[src/rtl/rr_grant_ctrl.sv]
// Round-robin grant controller: hands one shared K-bit datapath to N requesters
// with bounded tenure and a one-hot AND-OR output mux.
module rr_grant_ctrl #(
  parameter int unsigned N        = 4,
  parameter int unsigned K        = 8,
  parameter int unsigned MAX_HOLD = 4,
  parameter int unsigned IW       = 2,
  parameter int unsigned CW       = 2
) (
  input  logic           clk,
  input  logic           reset_n,
  input  logic [N-1:0]   req,
  input  logic [N*K-1:0] din,
  output logic [N-1:0]   grant,
  output logic [IW-1:0]  grant_idx,
  output logic           busy,
  output logic [K-1:0]   dout
);

  typedef enum logic [0:0] {StIdle, StGrant} state_e;

  state_e        state_q, state_d;
  logic [N-1:0]  grant_q, grant_d;
  logic [IW-1:0] idx_q, idx_d;
  logic [IW-1:0] ptr_q, ptr_d;
  logic [CW-1:0] hold_q, hold_d;

  logic [IW-1:0] next_owner;
  logic [IW-1:0] arb_start;
  logic [IW-1:0] arb_idx;
  logic [N-1:0]  arb_gnt;
  logic          arb_found;
  logic          owner_req;

  assign next_owner = (32'(idx_q) == N - 1) ? '0 : idx_q + 1'b1;
  // On release the departing owner gets lowest priority by starting after it.
  assign arb_start  = (state_q == StGrant) ? next_owner : ptr_q;
  assign owner_req  = |(req & grant_q);

  always_comb begin
    int unsigned j;
    logic [N-1:0] sel;
    arb_gnt   = '0;
    arb_idx   = '0;
    arb_found = 1'b0;
    j         = 0;
    sel       = '0;
    for (int unsigned k = 0; k < N; k++) begin
      j = 32'(arb_start) + k;
      if (j >= N) begin
        j = j - N;
      end
      sel = req >> j;
      if (!arb_found && sel[0]) begin
        arb_found = 1'b1;
        arb_gnt   = N'(1) << j;
        arb_idx   = IW'(j);
      end
    end
  end

  always_comb begin
    state_d = state_q;
    grant_d = grant_q;
    idx_d   = idx_q;
    ptr_d   = ptr_q;
    hold_d  = hold_q;
    case (state_q)
      StIdle: begin
        if (arb_found) begin
          state_d = StGrant;
          grant_d = arb_gnt;
          idx_d   = arb_idx;
          hold_d  = '0;
        end
      end
      StGrant: begin
        if (owner_req && (hold_q < CW'(MAX_HOLD - 1))) begin
          hold_d = hold_q + 1'b1;
        end else begin
          ptr_d  = next_owner;
          hold_d = '0;
          if (arb_found) begin
            grant_d = arb_gnt;
            idx_d   = arb_idx;
          end else begin
            state_d = StIdle;
            grant_d = '0;
            idx_d   = '0;
          end
        end
      end
      default: begin
        state_d = StIdle;
        grant_d = '0;
        idx_d   = '0;
      end
    endcase
  end

  always_ff @(posedge clk or negedge reset_n) begin
    if (!reset_n) begin
      state_q <= StIdle;
      grant_q <= '0;
      idx_q   <= '0;
      ptr_q   <= '0;
      hold_q  <= '0;
    end else begin
      state_q <= state_d;
      grant_q <= grant_d;
      idx_q   <= idx_d;
      ptr_q   <= ptr_d;
      hold_q  <= hold_d;
    end
  end

  always_comb begin
    dout = '0;
    for (int i = 0; i < int'(N); i++) begin
      dout = dout | (din[i*K +: K] & {K{grant_q[i]}});
    end
  end

  assign grant     = grant_q;
  assign grant_idx = idx_q;
  assign busy      = |grant_q;

endmodule

[config.mk]
export PLATFORM = sky130hd
export DESIGN_NAME = rr_grant_ctrl
export DESIGN_NICKNAME = d
export VERILOG_FILES = /design/src/rtl/rr_grant_ctrl.sv
export SDC_FILE = /design/constraint.sdc
export NUM_CORES = 1
export LEC_CHECK = 0
export BUFFER_PORTS_ARGS = -buffer_cell sky130_fd_sc_hd__buf_4
export CAP_MARGIN = 20
export CORE_ASPECT_RATIO = 1.1
export CORE_UTILIZATION = 49
export DETAILED_ROUTE_END_ITERATION = 6
export GPL_TIMING_DRIVEN = 0
export PLACE_DENSITY = 0.84
export SLEW_MARGIN = 30
export SYNTH_ARGS = -nofsm -noshare
export SYNTH_HDL_FRONTEND = slang
export SYNTH_SLANG_ARGS = --single-unit
[constraint.sdc]
create_clock -name clk -period 3.7 [get_ports clk]
set_input_delay 0.37 -clock clk [delete_from_list [all_inputs] [get_ports clk]]
set_output_delay 0.37 -clock clk [all_outputs]
set_load 0.01 [all_outputs]
==> Word level (Yosys, flattened, before mapping) <==
Cells that the tools add are included.
{ "totals": {"register_bits": 11, "in_bits": 38, "output_inout_bits": 15} }
{ "op_classes": {"n_addsub": 9, "order_cmp": 5, "eq_ne": 3, "shift": 8, "muxes": 32, "bitwise": 10, "n_reduce_logical": 11} }
{ "ops": {"columns": ["op", "n"], "rows": [
  ["$mux 32", 4],
  ["$shl 1x32->4 const A", 4],
  ["$shr 4x32->1", 4],
  ["$and 8x8->8", 4],
  ["$mux 4", 7],
  ["$or 8x8->8", 3],
  ["$mux 2", 11],
  ["$sub 3x3->4 const B", 3],
  ["$ge 3x3->1 const B", 3],
  ["$pmux 2 s2", 2],
  ["$pmux 4 s2", 1],
  ["$reduce_or 4->1", 2],
  ["$add 2x2->3 const B", 2],
  ["$mux 1", 6],
  ["$add 2x1->2 const B", 2],
  ["$and 4x4->4", 1],
  ["$logic_and 1x1->1", 4],
  ["$ne 2x2->1 const B", 2],
  ["$reduce_and 2->1", 2],
  ["$sub 2x3->4 const B", 1],
  ["$add 2x1->3 const B", 1],
  ["$ge 2x3->1 const B", 1],
  ["$logic_not 1->1", 3],
  ["$eq 2x2->1 const B", 1],
  ["3 further kinds", 4]
]} }

==> Depth between registers and ports, before layout <==
{ "logic_depth": {"word_depth": 19, "ltp_mapped": 11, "ltp_nobuf": 9} }

==> Worst setup path before layout <==
Ideal clock, no wire load.
{ "synth_path": {"path_type": "reg2reg", "startpoint": "register idx_q[0] (netlist: grant_idx[0])", "endpoint": "register grant_q[0] (netlist: grant[0])", "setup_time_ns": 0.067, "arrival_ns": 2.794, "setup_slack_ns": 0.839, "path_stages_with_launch": 10, "n_path_buf": 1, "period_less_slack_ns": 2.861, "path_cell_list": "dfrtp_1 -> ha_1 -> mux2_4 -> ha_1 -> buf_6 -> mux2_1 -> nor3_2 -> o211ai_4 -> o41ai_4 -> a221o_1"} }
{ "synth_via": {"elab_chain_len": 19} }
{ "synth_rtl": {"columns": ["element", "line_no", "source"], "rows": [
  ["start: declaration", "24", "logic [IW-1:0] idx_q, idx_d;"],
  ["start signal: assignment", "111", "idx_q <= idx_d;"],
  ["$add 2x1->2 or $eq 2x2->1 (tied branches)", "35", "assign next_owner = (32'(idx_q) == N - 1) ? '0 : idx_q + 1'b1;"],
  ["$mux 2 (*)", "35", null],
  ["net next_owner[1]", "28", "logic [IW-1:0] next_owner;"],
  ["$mux 2 (*)", "37", "assign arb_start = (state_q == StGrant) ? next_owner : ptr_q;"],
  ["parallel branches: the longest is 16 deep, another holds $sub 3x3->4", null, null],
  ["end signal: assignment", "110", "grant_q <= grant_d;"],
  ["end: declaration", "23", "logic [N-1:0] grant_q, grant_d;"]
]} }
Mark *: on every way through the listed nets, which the timed path passes. The select of a mux whose other input is x is not followed.
A chain may end at the register's enable or synchronous reset.

==> Worst setup path after layout <==
{ "layout_path": {"startpoint": "register idx_q[0] (netlist: grant_idx[0])", "endpoint": "register grant_q[3] (netlist: grant[3])"} }
Same word-level chain as after synthesis.

==> summary.txt <==
Slew at the pin closest to its max-slew limit: 505 ps
HP Class: in2async
N_diodes: 0
Post-synthesis sequential area ratio: 20.5%
Final Routed Wirelength: 3.86 mm
Die H: 56.9 um
Die Span X: 51.9 um
Skew-Pair Late Insertion Delay: 260 ps
Startpoint Class: flip-flop
Fill count: 206
FP Rows: 19
Slowest CP cell: o41ai_4
Number of setup violations in the final report: 0
Clock sinks: 11
Critical path required time: 3860 ps
Minimum clock period: 3150 ps
Area of the multi-input gates: 977 um2
Max Cap Violations: 0
Antenna Nets Post-Route: 0
H-tree Lvls: 1
Worst path max stage delay: 470 ps
Most frequent CP cell: ha_1
DRC: 0
First-pass GRT wire length: 6.26 mm
Post-synth cell types: 49
Post-route cell area: 1800 um2
First-pass DRT Iterations: 4
Predominant post-synthesis flop cell: dfrtp_1
Final Hold Vio Count: 0
Peak VDD IR: 973 uV
Critical Path, Cell by Cell: ha_1 > mux2_4 > ha_1 > buf_6 > mux2i_1 > a21boi_2 > o211ai_4 > o41ai_4 > nand2_1 > o211ai_1
Clock slew at reported path FFs: 60 ps
GR Overflow Total: 0
DR WL/cell: 16.1 um
Root Buffer: clkbuf_4
Overall routing resource usage: 27.3%
WP data arrival: 3310 ps
Layout Area Growth over Synthesis: 34.1%
GP Congestion: 0.918
CP endpoint kind: flip-flop
Synth warnings: 0
CTS tree: done
Hpwl dp: 3.14 mm
Number of global-route vias before repair: 1344
Synthesized Nets: 201
Vias/cell: 6.07
Initial DRC count: 76
Nets: 258
Delay-heaviest family, CP: compound AO/OA/AOI/OAI gates
Post-cts sizing count: 0
# port buffers: 51
Worst Skew: 0.694 ps
Syn Area/Cell: 8.77 um2
Tcrit/Tclk final: 85.0%
#FFs+latches synth: 11
Largest net degree at the start of global routing: 13
Post-synthesis async set-or-reset flop share: 100%
Synthesized area: 1340 um2
Unrepaired setup endpoints after global routing: no
Initial antenna violation count: 0
Max-slew headroom: 66.3%
PwrDens: 1230 nW/um2
Post-synth EDFFs: 0
Fmax: 318 MHz
Register Area: 275 um2
Leak Pwr: 0.855 nW
Placed Area: 1760 um2
Critical path type: reg2reg
Full die area: 2950 um2
Cells after synthesis: 153
Via Count: 1457
Total CTS buffers: 3
Maximum clock insertion buffer count: 2
Starting density of the core: 52.8%
Share of layout cells above drive strength 1: 34.4%
Status: finished, final reports clean
I/O pins: 53
CP Buf/Inv Count: 1
Crit-path max FO: 10
Area of the core: 2540 um2
Final Max Tran Viols: 0
Setup TNS: 0 ps
per-layer routing:
metal  part of all wire (%)  up-vias  GRT usage [%]
met2                     50       60           42.7
met5                      0        -              0
li1                       -      703              -
met3                    5.7        4           3.79
met1                     43      690           39.5
met4                   0.62        0           5.79
what timing repair did:
action	CTS	global route
hold endpoints to repair	11	0
setup buffers	0	0
hold buffers	1	0
synthesized netlist by cell type (3+ instances only):
master	instances	area, um2
ha_1	10	125
o221ai_1	4	35.0
nand3_1	4	20.0
a22oi_1	18	135
clkbuf_1	5	18.8
nor2_1	8	30.0
a21oi_1	5	25.0
o211ai_1	4	30.0
dfrtp_1	11	275
inv_1	10	37.5
mux2i_1	3	30.0
nand4_1	3	18.8
o211a_1	3	30.0
nand2_1	22	82.6
power by group:
part | switching [mW] | internal, mW
Sequential | 0.0474 | 0.184
Combinational | 1.10 | 0.802
Clock | 0.0352 | 0.0416
Total | 1.19 | 1.03
cells in the final DEF (no fill, tap or decap), types with 5 or more instances in the layout:
cell,count
buf_4,51
clkbuf_1,6
nand2_1,22
a21oi_1,5
nor2_1,8
dfrtp_1,11
a22oi_1,18
inv_1,10
ha_1,10
registers in the layout, summed over array words and instances (netlist names):
register   cells
grant          4
ptr_q          2
state_q        1
hold_q         2
grant_idx      2
cell type report:
type | count | area share, %
plain buffers | 8 | 2.57
clock buffers | 4 | 1.46
inverters | 11 | 2.43
multi-input cells | 123 | 54.3
flip-flops and latches | 11 | 15.3
well taps | 31 | 2.15
repair buffers | 52 | 21.8
kinds of logic after synthesis:
kind of cell | after synthesis | share of synthesized area, %
DFF | 11 | 20.5
adders and majority gates | 10 | 9.32
buffers and inverters | 19 | 6.71
and+or+nand+nor | 51 | 20.8
AOI/OAI and AO/OA | 55 | 36.0
muxes | 7 | 6.71
per-stage QoR:
| step | utilization (%) | setup WS [ps] | std cells | power (mW) | hold slack [ps] |
|---|---|---|---|---|---|
| 2_1_floorplan | - | 839 | 153 | 1.65 | 74.4 |
| 3_3_place_gp | 69.4 | 667 | 235 | 2.06 | 205 |
| 3_5_place_dp | 69.4 | 595 | 235 | 2.11 | 209 |
| 4_1_cts | 70.8 | 578 | 240 | 2.20 | 472 |
| 5_1_grt | 70.8 | 354 | 240 | 2.39 | 488 |
| 6_report | 70.8 | 554 | 240 | 2.21 | 475 |
worst paths after layout:
check                             start         to  slack, ps  cells after the start
hold reg to reg               hold_q[0]  hold_q[0]        510                      1
max in group asynchronous       reset_n  hold_q[0]       3080                      2
setup / recovery           grant_idx[0]   grant[3]        550                     10
min in group clk              hold_q[0]  hold_q[0]        510                      1
hold / removal                  reset_n   ptr_q[0]        480                      2
setup reg to reg           grant_idx[0]   grant[3]        550                     10
worst reg2reg max path: stages, from the launching register on:
cell and delay, ps:
dfrtp_1 450, ha_1 330, mux2_4 330, ha_1 320, buf_6 130, mux2i_1 300
a21boi_2 310, o211ai_4 180, o41ai_4 470, nand2_1 110, o211ai_1 120
Note: power is estimated with default switching activity, not from simulation.
